--- src/rtl/ycrcb_pkg.sv ---
// Shared definitions for the BT.656 4:2:2 unpacker and related sync blocks.
//   - Timing reference code words and the chroma offset
//   - Positions of the F/V/H flags and protection bits within the XYZ word
//   - Capture state enumeration
//   - Helper that converts offset-binary chroma to two's-complement
package ycrcb_pkg;

    localparam logic [9:0] TRS_FF        = 10'h3FF;
    localparam logic [9:0] TRS_00        = 10'h000;
    localparam logic [9:0] CHROMA_OFFSET = 10'd512;

    // Bit positions inside the XYZ word
    localparam int unsigned XYZ_ONE   = 9;
    localparam int unsigned XYZ_F     = 8;
    localparam int unsigned XYZ_V     = 7;
    localparam int unsigned XYZ_H     = 6;
    localparam int unsigned XYZ_P_MSB = 5;
    localparam int unsigned XYZ_P_LSB = 2;

    typedef enum logic [2:0] {
        StHunt,
        StP1,
        StP2,
        StP3,
        StACb,
        StAY0,
        StACr,
        StAY1
    } unpack_state_e;

    // Subtracting 512 modulo 1024 is the same as flipping the MSB.
    function automatic logic [9:0] chroma_to_signed(input logic [9:0] d);
        return d - CHROMA_OFFSET;
    endfunction

endpackage

--- src/rtl/trs_decode.sv ---
// Combinational decoder for the XYZ word of a BT.656 timing reference code.
// Ports:
//   din_i        - candidate XYZ word
//   check_prot_i - 1: require protection bits to match F/V/H; 0: ignore them
//   f_o, v_o, h_o - field, vertical blanking and EAV/SAV flags
//   ok_o         - word is a valid XYZ (bit 9 set, protection good if checked)
module trs_decode
    import ycrcb_pkg::*;
(
    input  logic [9:0] din_i,
    input  logic       check_prot_i,
    output logic       f_o,
    output logic       v_o,
    output logic       h_o,
    output logic       ok_o
);

    logic       f;
    logic       v;
    logic       h;
    logic [3:0] prot_exp;

    always_comb begin
        f        = din_i[XYZ_F];
        v        = din_i[XYZ_V];
        h        = din_i[XYZ_H];
        prot_exp = {v ^ h, f ^ h, f ^ v, f ^ v ^ h};
        ok_o     = din_i[XYZ_ONE] &&
                   (!check_prot_i || (din_i[XYZ_P_MSB:XYZ_P_LSB] == prot_exp));
        f_o      = f;
        v_o      = v;
        h_o      = h;
    end

endmodule

--- src/rtl/ycrcb422_unpack.sv ---
// BT.656 4:2:2 to per-pixel 4:4:4 unpacker.
// Hunts for 3FF/000/000/XYZ timing references, tracks F and V, and after an
// active-line SAV demultiplexes Cb/Y0/Cr/Y1 into two pixels sharing chroma.
// Ports:
//   clk, reset   - clock and synchronous active-high reset
//   din, din_en  - sample word and its qualifier
//   y, cr, cb    - registered luma and signed chroma (held between strobes)
//   pix_valid    - one-cycle strobe for y/cr/cb/pix_x
//   pix_x        - pixel index within the line
//   field/vblank - F/V from the last accepted XYZ
//   line_start   - pulse after an accepted active-line SAV
//   sync_err     - pulse after an XYZ that failed bit-9 or protection checks
module ycrcb422_unpack
    import ycrcb_pkg::*;
#(
    parameter int unsigned LINE_PIXELS = 720,
    parameter bit          CHECK_PROT  = 1'b1
) (
    input  logic       clk,
    input  logic       reset,
    input  logic [9:0] din,
    input  logic       din_en,
    output logic [9:0] y,
    output logic [9:0] cr,
    output logic [9:0] cb,
    output logic       pix_valid,
    output logic [9:0] pix_x,
    output logic       field,
    output logic       vblank,
    output logic       line_start,
    output logic       sync_err
);

    localparam logic [9:0] LastPix = 10'(LINE_PIXELS - 1);

    unpack_state_e state_q, state_d;
    logic [9:0]    cb_hold_q, cb_hold_d;
    logic [9:0]    y0_q, y0_d;
    logic [9:0]    cnt_q, cnt_d;
    logic [9:0]    y_q, y_d;
    logic [9:0]    cr_q, cr_d;
    logic [9:0]    cb_q, cb_d;
    logic [9:0]    pix_x_q, pix_x_d;
    logic          pix_valid_q, pix_valid_d;
    logic          field_q, field_d;
    logic          vblank_q, vblank_d;
    logic          line_start_q, line_start_d;
    logic          sync_err_q, sync_err_d;

    logic trs_f;
    logic trs_v;
    logic trs_h;
    logic trs_ok;

    trs_decode u_trs_decode (
        .din_i        (din),
        .check_prot_i (CHECK_PROT),
        .f_o          (trs_f),
        .v_o          (trs_v),
        .h_o          (trs_h),
        .ok_o         (trs_ok)
    );

    always_comb begin
        state_d      = state_q;
        cb_hold_d    = cb_hold_q;
        y0_d         = y0_q;
        cnt_d        = cnt_q;
        y_d          = y_q;
        cr_d         = cr_q;
        cb_d         = cb_q;
        pix_x_d      = pix_x_q;
        field_d      = field_q;
        vblank_d     = vblank_q;
        pix_valid_d  = 1'b0;
        line_start_d = 1'b0;
        sync_err_d   = 1'b0;

        if (din_en) begin
            if (din == TRS_FF) begin
                // A new preamble always wins; any half-collected pair is dropped.
                state_d = StP1;
            end else begin
                case (state_q)
                    StHunt: state_d = StHunt;
                    StP1:   state_d = (din == TRS_00) ? StP2 : StHunt;
                    StP2:   state_d = (din == TRS_00) ? StP3 : StHunt;
                    StP3: begin
                        state_d = StHunt;
                        if (!trs_ok) begin
                            sync_err_d = 1'b1;
                        end else begin
                            field_d  = trs_f;
                            vblank_d = trs_v;
                            if (!trs_h && !trs_v) begin
                                state_d      = StACb;
                                cnt_d        = '0;
                                line_start_d = 1'b1;
                            end
                        end
                    end
                    StACb: begin
                        cb_hold_d = chroma_to_signed(din);
                        state_d   = StAY0;
                    end
                    StAY0: begin
                        y0_d    = din;
                        state_d = StACr;
                    end
                    StACr: begin
                        y_d         = y0_q;
                        cb_d        = cb_hold_q;
                        cr_d        = chroma_to_signed(din);
                        pix_x_d     = cnt_q;
                        pix_valid_d = 1'b1;
                        cnt_d       = cnt_q + 10'd1;
                        state_d     = (cnt_q == LastPix) ? StHunt : StAY1;
                    end
                    StAY1: begin
                        // Chroma outputs still hold this pair's Cb/Cr.
                        y_d         = din;
                        pix_x_d     = cnt_q;
                        pix_valid_d = 1'b1;
                        cnt_d       = cnt_q + 10'd1;
                        state_d     = (cnt_q == LastPix) ? StHunt : StACb;
                    end
                    default: state_d = StHunt;
                endcase
            end
        end
    end

    always_ff @(posedge clk) begin
        if (reset) begin
            state_q      <= StHunt;
            cb_hold_q    <= '0;
            y0_q         <= '0;
            cnt_q        <= '0;
            y_q          <= '0;
            cr_q         <= '0;
            cb_q         <= '0;
            pix_x_q      <= '0;
            pix_valid_q  <= 1'b0;
            field_q      <= 1'b0;
            vblank_q     <= 1'b0;
            line_start_q <= 1'b0;
            sync_err_q   <= 1'b0;
        end else begin
            state_q      <= state_d;
            cb_hold_q    <= cb_hold_d;
            y0_q         <= y0_d;
            cnt_q        <= cnt_d;
            y_q          <= y_d;
            cr_q         <= cr_d;
            cb_q         <= cb_d;
            pix_x_q      <= pix_x_d;
            pix_valid_q  <= pix_valid_d;
            field_q      <= field_d;
            vblank_q     <= vblank_d;
            line_start_q <= line_start_d;
            sync_err_q   <= sync_err_d;
        end
    end

    assign y          = y_q;
    assign cr         = cr_q;
    assign cb         = cb_q;
    assign pix_x      = pix_x_q;
    assign pix_valid  = pix_valid_q;
    assign field      = field_q;
    assign vblank     = vblank_q;
    assign line_start = line_start_q;
    assign sync_err   = sync_err_q;

endmodule
--- config.mk ---
export PLATFORM = sky130hd
export DESIGN_NAME = ycrcb422_unpack
export DESIGN_NICKNAME = d
export VERILOG_FILES = /design/src/rtl/ycrcb_pkg.sv /design/src/rtl/trs_decode.sv /design/src/rtl/ycrcb422_unpack.sv
export SDC_FILE = /design/constraint.sdc
export NUM_CORES = 1
export LEC_CHECK = 0
export CAP_MARGIN = 20
export CORE_MARGIN = 3
export CORE_UTILIZATION = 67
export CTS_CLUSTER_DIAMETER = 30
export DETAILED_ROUTE_END_ITERATION = 12
export DONT_BUFFER_PORTS = 1
export PLACE_DENSITY = 0.94
export SYNTH_ARGS = -nofsm -noshare
export SYNTH_HDL_FRONTEND = slang
export SYNTH_SLANG_ARGS = --single-unit
export TNS_END_PERCENT = 30
--- constraint.sdc ---
create_clock -name clk -period 4.2 [get_ports clk]
set_input_delay 0.84 -clock clk [delete_from_list [all_inputs] [get_ports clk]]
set_output_delay 0.84 -clock clk [all_outputs]
set_load 0.03 [all_outputs]
==> results of run 1 <==
-- synth_stat cells (all sizes together) --
cell type,count
a2111oi,1
a211oi,15
a21oi,47
a22o,1
a2bb2oi,3
a311oi,1
a31oi,3
and3,7
and4,1
buf,8
clkbuf,25
dfxtp,78
ha,3
inv,6
mux2i,19
mux4,1
nand2,81
nand2b,4
nand3,6
nand3b,3
nand4,4
nor2,33
nor2b,1
nor3,8
nor3b,3
nor4,3
nor4b,2
o211ai,1
o21a,2
o21ai,4
o31a,1
o31ai,2
or3,5
or4,1
xnor2,2
xor2,5
-- worst max-delay path: cells and delay by family --
kind	cells	cell delay [ns]
AO/OA/AOI/OAI	2	0.49
adder cells (fa/ha/maj)	1	0.12
AND/OR/NAND/NOR	3	1.11
-- layout by cell type, fill, tap and decap left out, types with 3 or more instances in the layout --
cell type / instances
a2bb2oi_1: 3
inv_1: 6
nor3b_1: 3
or3_1: 5
buf_4: 4
o21ai_0: 4
mux2i_1: 19
dfxtp_1: 78
bufinv_16: 3
a211oi_1: 15
and3_1: 7
nand3_1: 6
nand3b_1: 3
xor2_1: 5
ha_1: 3
nor3_1: 6
nand2b_1: 4
nand4_1: 4
nor2_1: 33
a21oi_1: 47
nand2_1: 81
clkbuf_8: 11
a31oi_1: 3
-- routing by layer --
metal	GRT usage [%]	vias up	routed length, um
li1	-	1302	-
met1	32.45	1250	2922
met2	41.73	130	3531
met3	7.784	20	595
met4	14.56	0	192
met5	0	-	0
-- registers in the layout, summed over array words and instances (netlist names) --
signal      flops
cb             10
cb_hold_q      10
cnt_q          10
cr             10
field           1
line_start      1
pix_valid       1
pix_x          10
state_q         3
sync_err        1
vblank          1
y              10
y0_q           10
-- per-stage QoR --
step	util [%]	total power (W)	hold slack, ns	cell area, um2
after CTS	76.93	0.001458	0.4507	3488
after detailed placement	71.44	0.0007805	0.4407	3239
after floorplan	-	0.0007967	0.4321	3267
final	77.18	0.001453	0.4542	3500
after global routing	77.18	0.001492	0.4771	3500
after global placement	71.44	0.0007792	0.4341	3239
-- power groups by stage --
| stage | logic (W) | registers [W] | clock network [W] |
|---|---|---|---|
| after detailed placement | 0.0000227 | 0.000758 | 0 |
| after global routing | 0.0000256 | 0.000740 | 0.000726 |
| after floorplan | 0.0000400 | 0.000757 | 0 |
| after CTS | 0.0000230 | 0.000740 | 0.000695 |
| final | 0.0000233 | 0.000741 | 0.000689 |
| after global placement | 0.0000215 | 0.000758 | 0 |
-- cell families (layout without fill, tap and decap cells) --
| kind of cell | count (synthesis) | after routing | share of synthesized area [%] |
|---|---|---|---|
| AO/OA/AOI/OAI | 81 | 81 | 14.86 |
| adder cells (fa/ha/maj) | 3 | 3 | 1.149 |
| XOR/XNOR | 7 | 7 | 1.877 |
| buffers and inverters | 39 | 27 | 5.285 |
| flip-flops | 78 | 78 | 47.80 |
| AND/OR/NAND/NOR | 162 | 162 | 22.52 |
| multiplexers | 20 | 20 | 6.511 |
-- worst min path at each step --
stage | from | end | slack, ns | cells past startpoint
6_report | cb_hold_q[0] | cb_hold_q[0] | 0.45 | 2
5_1_grt | cb_hold_q[5] | cb_hold_q[5] | 0.48 | 2
3_3_place_gp | cb_hold_q[3] | cb[3] | 0.43 | 2
2_1_floorplan | cb_hold_q[0] | cb[0] | 0.43 | 2
4_1_cts | cb_hold_q[5] | cb_hold_q[5] | 0.45 | 2
3_5_place_dp | cb_hold_q[5] | cb_hold_q[5] | 0.44 | 2
-- final cells by class --
cell class / count / area (um2) / share of cell area [%]
inverters: 6 / 22.52 / 0.6435
well taps: 65 / 81.33 / 2.324
flip-flops and latches: 78 / 1562 / 44.62
multi-input cells: 273 / 1544 / 44.12
clock buffers: 13 / 158.9 / 4.541
repair buffers: 5 / 41.29 / 1.180
clock inverters: 3 / 90.09 / 2.574
==> results.sh, run 1 <==
export IMPL_status="finished clean"
export IMPL_p_leak_nw=1.205
export IMPL_wirelength_um=7242
export IMPL_drv_cap=0
export IMPL_diodes=0
export IMPL_cp_end_kind="flip-flop"
export IMPL_swShare_pct=18.85
export IMPL_hp_class="flip-flop to flip-flop"
export IMPL_grt_pass1_wl_um=11380
export IMPL_synth_cells=390
export IMPL_grt_max_degree=84
export IMPL_core_area_mm2=0.004534
export IMPL_fin_skew_ns=0.008618
export IMPL_dieArea_mm2=0.005749
export IMPL_die_y_um=75.83
export IMPL_slew_violations=0
export IMPL_portBuffers=0
export IMPL_htreeDepth=3
export IMPL_worst_pin_slew_ns=0.6557
export IMPL_setup_violations_final=0
export IMPL_cpPeakStageDelay_ns=0.52
export IMPL_dr_pass1_iters=5
export IMPL_dp_cells=426
export IMPL_synthesis_nets=406
export IMPL_die_w_um=75.83
export IMPL_dp_hpwl_um=4701
export IMPL_path_class="primary input to flip-flop"
export IMPL_ctsLongestPathBuffers=2
export IMPL_p_sw_w=0.0002739
export IMPL_finalNetCount=389
export IMPL_cts_root_buffer="clkbuf_8"
export IMPL_grt_util_all_layers_pct=26.50
export IMPL_slew_headroom_pct=56.16
export IMPL_yosysTopAreaCellShare_pct=47.80
export IMPL_grt_pass1_vias=2494
export IMPL_cts_sinks=78
export IMPL_setup_ws_ns=1.904
export IMPL_crit_required_ns=4.47
export IMPL_crit_fanout=15
export IMPL_drt_wirelength_per_cell_um=16.35
export IMPL_fin_setup_tns_ns=0
export IMPL_drive_gt1_share_pct=6.349
export IMPL_gp_congestion=0.8598
export IMPL_drtIter0Drc=304
export IMPL_num_io_pins=58
export IMPL_holdBufCountCts=0
export IMPL_place_ws_ns=1.518
export IMPL_numCtsBuffers=9
export IMPL_grt_antenna_before_repair=0
export IMPL_ys_seq_elements=78
export IMPL_hold_violations=0
export IMPL_seqPwrFrac_pct=51.0
export IMPL_syn2layout_area_growth_pct=7.124
export IMPL_yosysWarnings=0
export IMPL_synth_cell_types=40
export IMPL_max_freq_mhz=435.5
export IMPL_r2r_end="cnt_q[2]"
export IMPL_rr_worst_depth=6
export IMPL_ant_nets=0
export IMPL_reg2reg_from="state_q[1]"
export IMPL_initial_core_util_pct=72.05
export IMPL_clk_latency_ns=0.35
export IMPL_routed_via_count=2702
export IMPL_critical_path_arrival_ns=2.57
export IMPL_synth_area_mm2=0.003267
export IMPL_cts_resized=0
export IMPL_rsz0062_at_grt="no"
export IMPL_cts_setup_buffers=0
export IMPL_grt_ovfl_total=0
export IMPL_p_int_w=0.001179
export IMPL_finalCriticalPeriod_ns=2.296
export IMPL_ys_seq_area_share_pct=47.80
export IMPL_cp_cell_sequence="ha_1 -> nand4_1 -> or3_1 -> nand2_1 -> o31ai_1 -> a211oi_1"
export IMPL_regToRegSetupSlack_ns=2.24
export IMPL_startpoint_type="primary input"
export IMPL_crit_path_end="cnt_q[5]"
export IMPL_p_clk_share_pct=47.4
export IMPL_tritoncts="built"
export IMPL_pwr_share_comb_pct=1.6
export IMPL_crit_path_start="din[6]"
export IMPL_synth_top_area_cell="dfxtp_1"
export IMPL_power_density_mw_per_mm2=415.3
export IMPL_drc=0
export IMPL_ys_top_cells_by_area="dfxtp_1, nand2_1, a21oi_1"
export IMPL_path_clk_slew_ns=0.08
export IMPL_avgViaCountPerCell=6.099
export IMPL_fin_cells=443
export IMPL_cpMaxStageDelayCell="or3_1"
export IMPL_synth_area_per_cell_um2=8.377
export IMPL_peakVddDrop_mv=0.3936
export IMPL_core_rowCount=24
export IMPL_fillers=298
export IMPL_min_period_over_period_pct=54.67
No activity file was read; power rests on OpenSTA's default activity.
==> run 2: changes to the inputs <==
--- a/config.mk
+++ b/config.mk
@@ -7,11 +7,11 @@
 export LEC_CHECK = 0
 export CAP_MARGIN = 20
 export CORE_MARGIN = 3
-export CORE_UTILIZATION = 67
+export CORE_UTILIZATION = 56
 export CTS_CLUSTER_DIAMETER = 30
 export DETAILED_ROUTE_END_ITERATION = 12
 export DONT_BUFFER_PORTS = 1
-export PLACE_DENSITY = 0.94
+export PLACE_DENSITY = 0.85
 export SYNTH_ARGS = -nofsm -noshare
 export SYNTH_HDL_FRONTEND = slang
 export SYNTH_SLANG_ARGS = --single-unit
==> constraint.sdc (replaced) <==
create_clock -name clk -period 2 [get_ports clk]
set_input_delay 0.4 -clock clk [delete_from_list [all_inputs] [get_ports clk]]
set_output_delay 0.4 -clock clk [all_outputs]
set_load 0.03 [all_outputs]
==> run 2 against run 1 <==
  * Clock skew up 0.0032 ns
  * Non-clock buffer count up 9
  * Clock power up 71%
  * Global-route usage down 3.7 points
  * Via count down 2.0%
  * Register-to-register slack worse by 2.0 ns
  * Combinational power up 130%
  * Sequential power up 110%
  * Critical path type is now flip-flop to flip-flop
  * Highest routed layer unchanged
==> results.sh, run 2 (same netlist as run 1, synthesis figures left out) <==
export IMPL_core_area_mm2=0.005574
export IMPL_p_leak_nw=1.243
export IMPL_regToRegSetupSlack_ns=0.22
export IMPL_clk_latency_ns=0.36
export IMPL_grt_ovfl_total=0
export IMPL_numCtsBuffers=9
export IMPL_pwr_share_comb_pct=1.9
export IMPL_core_rowCount=27
export IMPL_mostFrequentLayoutCells="nand2_1, dfxtp_1, a21oi_1"
export IMPL_drtIter0Drc=205
export IMPL_path_clk_slew_ns=0.08
export IMPL_die_y_um=82.38
export IMPL_path_buf_inv=0
export IMPL_max_freq_mhz=562.4
export IMPL_holdWs_ns=0.1047
export IMPL_cpPeakStageDelay_ns=0.36
export IMPL_reg2reg_from="cnt_q[0]"
export IMPL_finalNetCount=398
export IMPL_rsz0062_at_grt="no"
export IMPL_min_period_over_period_pct=88.90
export IMPL_initial_core_util_pct=58.61
export IMPL_cp_cell_sequence="ha_1 -> and3_1 -> and3_1 -> a31oi_1 -> o21ai_0 -> a311oi_1"
export IMPL_wirelength_um=7139
export IMPL_crit_fanout=6
export IMPL_grt_antenna_before_repair=0
export IMPL_ant_nets=0
export IMPL_avgViaCountPerCell=5.771
export IMPL_cp_end_kind="flip-flop"
export IMPL_gp_congestion=0.8691
export IMPL_cp_common_cell="and3_1"
export IMPL_seqPwrFrac_pct=55.7
export IMPL_num_io_pins=58
export IMPL_tritoncts="built"
export IMPL_p_clk_share_pct=42.4
export IMPL_p_int_w=0.002219
export IMPL_min_path_cells=1
export IMPL_dieArea_mm2=0.006786
export IMPL_hold_violations=0
export IMPL_worst_pin_slew_ns=0.4252
export IMPL_swShare_pct=20.51
export IMPL_power_density_mw_per_mm2=780.5
export IMPL_crit_required_ns=2.26
export IMPL_ctsLongestPathBuffers=2
export IMPL_peakVddDrop_mv=0.4919
export IMPL_critical_path_top_delay_family="compound AO/OA/AOI/OAI gates"
export IMPL_portBuffers=0
export IMPL_grt_util_all_layers_pct=22.82
export IMPL_cts_resized=0
export IMPL_die_w_um=82.38
export IMPL_drt_wirelength_per_cell_um=15.55
export IMPL_routed_via_count=2649
export IMPL_cpMaxStageDelayCell="dfxtp_1"
export IMPL_status="finished clean"
export IMPL_drive_gt1_share_pct=9.561
export IMPL_dr_pass1_iters=4
export IMPL_htreeDepth=3
export IMPL_syn2layout_area_growth_pct=9.498
export IMPL_hp_class="primary input to flip-flop"
export IMPL_finalCriticalPeriod_ns=1.778
export IMPL_holdBufCountCts=0
export IMPL_final_common_cell="nand2_1"
export IMPL_grt_max_degree=84
export IMPL_diodes=0
export IMPL_cts_setup_buffers=0
export IMPL_dp_hpwl_um=4860
export IMPL_p_sw_w=0.0005727
export IMPL_grt_pass1_vias=2450
export IMPL_fin_skew_ns=0.01183
export IMPL_path_class="flip-flop to flip-flop"
export IMPL_r2r_end="state_q[0]"
export IMPL_power_w=0.002792
export IMPL_drv_cap=0
export IMPL_setup_violations_final=0
export IMPL_cts_sinks=78
export IMPL_critical_path_arrival_ns=2.04
export IMPL_fin_setup_tns_ns=0
export IMPL_slew_violations=0
export IMPL_rr_worst_depth=6
export IMPL_cts_root_buffer="clkbuf_8"
export IMPL_hold_end="state_q[2]"
export IMPL_startpoint_type="flip-flop"
export IMPL_slew_headroom_pct=70.92
export IMPL_grt_pass1_wl_um=11630
export IMPL_hold_path_startpoint="reset"
export IMPL_drc=0
==> run 2: cell count changes in the layout (fill, tap and decap cells not counted), moves of 2 or more <==
cell,previous run,this run
clkinv_2,0,3
buf_12,0,3
bufinv_16,3,1
buf_4,4,10
==> run 2: cell type report <==
cell class,count,area (um2)
clock buffer,12,155.1
clock inverter,4,45.04
fill,487,1997
inverter,6,22.52
multi-input combinational,273,1556
sequential,78,1562
tap,72,90.09
timing repair buffer,14,146.4
==> run 2: per-stage QoR <==
step	cells	util (%)	area [um2]	setup slack (ns)
5_1_grt	459	64.18	3577	0.06319
6_report	459	64.18	3577	0.2219
2_1_floorplan	390	-	3279	-0.03306
4_1_cts	458	63.97	3566	0.1253
3_3_place_gp	442	60.38	3366	-0.06742
3_5_place_dp	442	60.38	3366	-0.1249
==> run 2: routing by layer <==
metal | vias to the layer above | track usage, % | wire (um)
li1 | 1324 | - | -
met1 | 1235 | 27.16 | 2905
met2 | 82 | 37.02 | 3663
met3 | 8 | 8.894 | 507
met4 | 0 | 8.638 | 63
met5 | - | 0 | 0
==> run 2: power groups by stage <==
stage | combinational (W) | sequential, W | clock, W
detailed placement | 0.0000528 | 0.00159 | 0
floorplan | 0.0000852 | 0.00159 | 0
global route | 0.0000590 | 0.00155 | 0.00127
global placement | 0.0000509 | 0.00159 | 0
CTS | 0.0000529 | 0.00155 | 0.00120
finish | 0.0000530 | 0.00156 | 0.00118
==> run 2: how the worst max path moves through the flow <==
stage	startpoint	end	slack [ns]	cells past startpoint
6_report	cnt_q[0]	state_q[0]	0.22	6
5_1_grt	cnt_q[0]	state_q[0]	0.06	6
4_1_cts	state_q[2]	cr[9]	0.13	4
3_5_place_dp	din[6]	cr[9]	-0.12	6
3_3_place_gp	din[6]	cr[9]	-0.07	6
2_1_floorplan	din[7]	cnt_q[0]	-0.03	8
==> run 2: worst register-to-register path, cell delays in order (launching register included) <==
cell and delay (ns):
dfxtp_1 0.36, ha_1 0.22, and3_1 0.22, and3_1 0.22
a31oi_1 0.23, o21ai_0 0.13, a311oi_1 0.29
==> run 3: changes to the inputs <==
--- a/config.mk
+++ b/config.mk
@@ -5,7 +5,7 @@
 export SDC_FILE = /design/constraint.sdc
 export NUM_CORES = 1
 export LEC_CHECK = 0
-export CAP_MARGIN = 20
+export ABC_AREA = 1
 export CORE_MARGIN = 3
 export CORE_UTILIZATION = 56
 export CTS_CLUSTER_DIAMETER = 30
==> run 3 against run 2 <==
  * Utilization rose by 0.44 points
  * Wire length rose by 14%
  * First-iteration DRC count rose by 97%
  * Via count rose by 19%
  * Worst hold slack better by 0.0090 ns
  * Synthesized area up 5.6%
  * Critical path depth is the same
  * Clock skew is 0.0054 ns lower
  * Clock-buffer cell count increased by 1
  * Maximum frequency is 2.0% higher
  * Setup slack improved by 0.035 ns
  * Clock power grew 6%
  * Critical path type unchanged
==> results.sh, run 3 <==
export IMPL_fin_skew_ns=0.006402
export IMPL_path_clk_slew_ns=0.08
export IMPL_worst_pin_slew_ns=0.4207
export IMPL_portBuffers=0
export IMPL_core_area_mm2=0.005743
export IMPL_synth_cell_types=30
export IMPL_cts_root_buffer="clkbuf_8"
export IMPL_rsz0062_at_grt="no"
export IMPL_crit_required_ns=2.23
export IMPL_dp_cells=536
export IMPL_critical_path_top_delay_family="simple AND/OR/NAND/NOR gates"
export IMPL_setup_ws_ns=0.2571
export IMPL_tritoncts="built"
export IMPL_yosysTopAreaCellShare_pct=45.27
export IMPL_startpoint_type="flip-flop"
export IMPL_path_buf_inv=1
export IMPL_synth_edf_count=0
export IMPL_wirelength_um=8161
export IMPL_highest_layer="met4"
export IMPL_htreeDepth=3
export IMPL_ys_top_cells_by_area="dfxtp_1, nand2_1, a21oi_1"
export IMPL_seq_area_mm2=0.001562
export IMPL_die_w_um=84.49
export IMPL_drt_wirelength_per_cell_um=14.78
export IMPL_gp_congestion=0.8564
export IMPL_power_density_mw_per_mm2=779.5
export IMPL_grt_antenna_before_repair=0
export IMPL_wl_met3_um=841
export IMPL_core_rowCount=27
export IMPL_synth_area_per_cell_um2=7.157
export IMPL_finalNetCount=491
export IMPL_drv_cap=0
export IMPL_avgViaCountPerCell=5.728
export IMPL_drtIter0Drc=404
export IMPL_peakVddDrop_mv=0.5253
export IMPL_dieArea_mm2=0.007138
export IMPL_min_period_over_period_pct=87.14
export IMPL_met2WireLength_um=3714
export IMPL_fin_cells=552
export IMPL_critical_path_arrival_ns=1.97
export IMPL_slew_headroom_pct=71.85
export IMPL_ant_nets=0
export IMPL_ys_seq_elements=78
export IMPL_fin_setup_tns_ns=0
export IMPL_ys_seq_area_share_pct=45.27
export IMPL_initial_core_util_pct=60.07
export IMPL_fillers=501
export IMPL_status="finished clean"
export IMPL_holdBufCountCts=0
export IMPL_synthesis_nets=498
export IMPL_drive_gt1_share_pct=8.542
export IMPL_syn2layout_area_growth_pct=7.581
export IMPL_crit_fanout=21
export IMPL_drc=0
export IMPL_synth_top_area_cell="dfxtp_1"
export IMPL_diodes=0
export IMPL_finalCriticalPeriod_ns=1.743
export IMPL_die_y_um=84.49
export IMPL_grt_pass1_vias=2864
export IMPL_ctsLongestPathBuffers=2
export IMPL_path_class="flip-flop to flip-flop"
export IMPL_synth_cells=482
export IMPL_clk_latency_ns=0.35
export IMPL_cpPeakStageDelay_ns=0.50
export IMPL_hp_class="primary input to flip-flop"
export IMPL_num_io_pins=58
export IMPL_grt_pass1_wl_um=13770
export IMPL_place_ws_ns=0.1354
export IMPL_setup_violations_final=0
export IMPL_synth_most_common_cell="nand2_1"
export IMPL_wl_met1_um=3377
export IMPL_yosysWarnings=0
export IMPL_cp_cell_sequence="nand2_2 -> nor2_1 -> buf_12 -> nand2_4 -> nand2_1 -> a21oi_1"
export IMPL_power_w=0.002893
export IMPL_cpMaxStageDelayCell="dfxtp_1"
export IMPL_grt_ovfl_total=0
export IMPL_grt_max_degree=45
export IMPL_final_common_cell="nand2_1"
export IMPL_dr_pass1_iters=5
export IMPL_cts_sinks=78
export IMPL_grt_util_all_layers_pct=23.69
export IMPL_worst_path_stages=6
export IMPL_min_path_cells=1
export IMPL_rr_worst_depth=6
export IMPL_slew_violations=0
export IMPL_p_leak_nw=1.430
export IMPL_numCtsBuffers=9
export IMPL_reg2reg_from="state_q[2]"
export IMPL_synth_async_reset_ratio_pct=0
export IMPL_dominantRegCellSynth="dfxtp_1"
export IMPL_dp_hpwl_um=5719
export IMPL_hold_violations=0
export IMPL_yosys_top_cells_count="nand2_1, dfxtp_1, a21oi_1, nor2_1, nand3_1"
export IMPL_synth_area_mm2=0.003450
export IMPL_cp_end_kind="flip-flop"
export IMPL_hold_path_startpoint="reset"
export IMPL_routed_via_count=3162
export IMPL_multi_input_area_mm2=0.001594
export IMPL_mostFrequentLayoutCells="nand2_1, dfxtp_1, a21oi_1"
export IMPL_cts_setup_buffers=0
export IMPL_max_freq_mhz=573.8
export IMPL_cts_resized=0
export IMPL_crit_path_start="state_q[2]"
## run 3: area by class of cell
class | count | area share [%]
timing repair buffer | 10 | 2.697
inverter | 39 | 3.945
clock inverter | 3 | 1.079
tap | 72 | 2.428
multi-input combinational | 337 | 42.95
clock buffer | 13 | 4.821
sequential | 78 | 42.08
## run 3: cell families after synthesis
family / Yosys count / share of synthesized area [%]
buffers and inverters: 67 / 8.523
DFF: 78 / 45.27
and+or+nand+nor: 221 / 27.89
AOI/OAI and AO/OA: 109 / 16.21
xor gates and xnor gates: 4 / 1.016
adders and majority gates: 3 / 1.088
## run 3: worst paths after layout
path	endpoint	slack (ns)
setup / recovery	cr[0]	0.26
hold / removal	cnt_q[9]	0.11
setup reg to reg	cr[0]	0.26
hold reg to reg	cb_hold_q[1]	0.45
## run 3: metal layers
metal / vias up / GRT usage (%)
met3: 20 / 8.342
met4: 0 / 11.08
met2: 155 / 35.87
met5: - / 0
met1: 1425 / 30.23
li1: 1562 / -
## run 3: metrics by stage
step	hold WS, ns	area (um2)	utilization, %
6_report	0.1138	3711	64.62
5_1_grt	0.09612	3711	64.62
3_3_place_gp	0.4344	3492	60.81
3_5_place_dp	0.4416	3492	60.81
2_1_floorplan	0.4242	3450	-
4_1_cts	0.09801	3711	64.62
## run 3: report_power, final
part	switching [W]	total (W)	internal [W]
Sequential	0.00000180	0.00155	0.00155
Clock	0.000539	0.00125	0.000709
Combinational	0.0000616	0.0000906	0.0000290
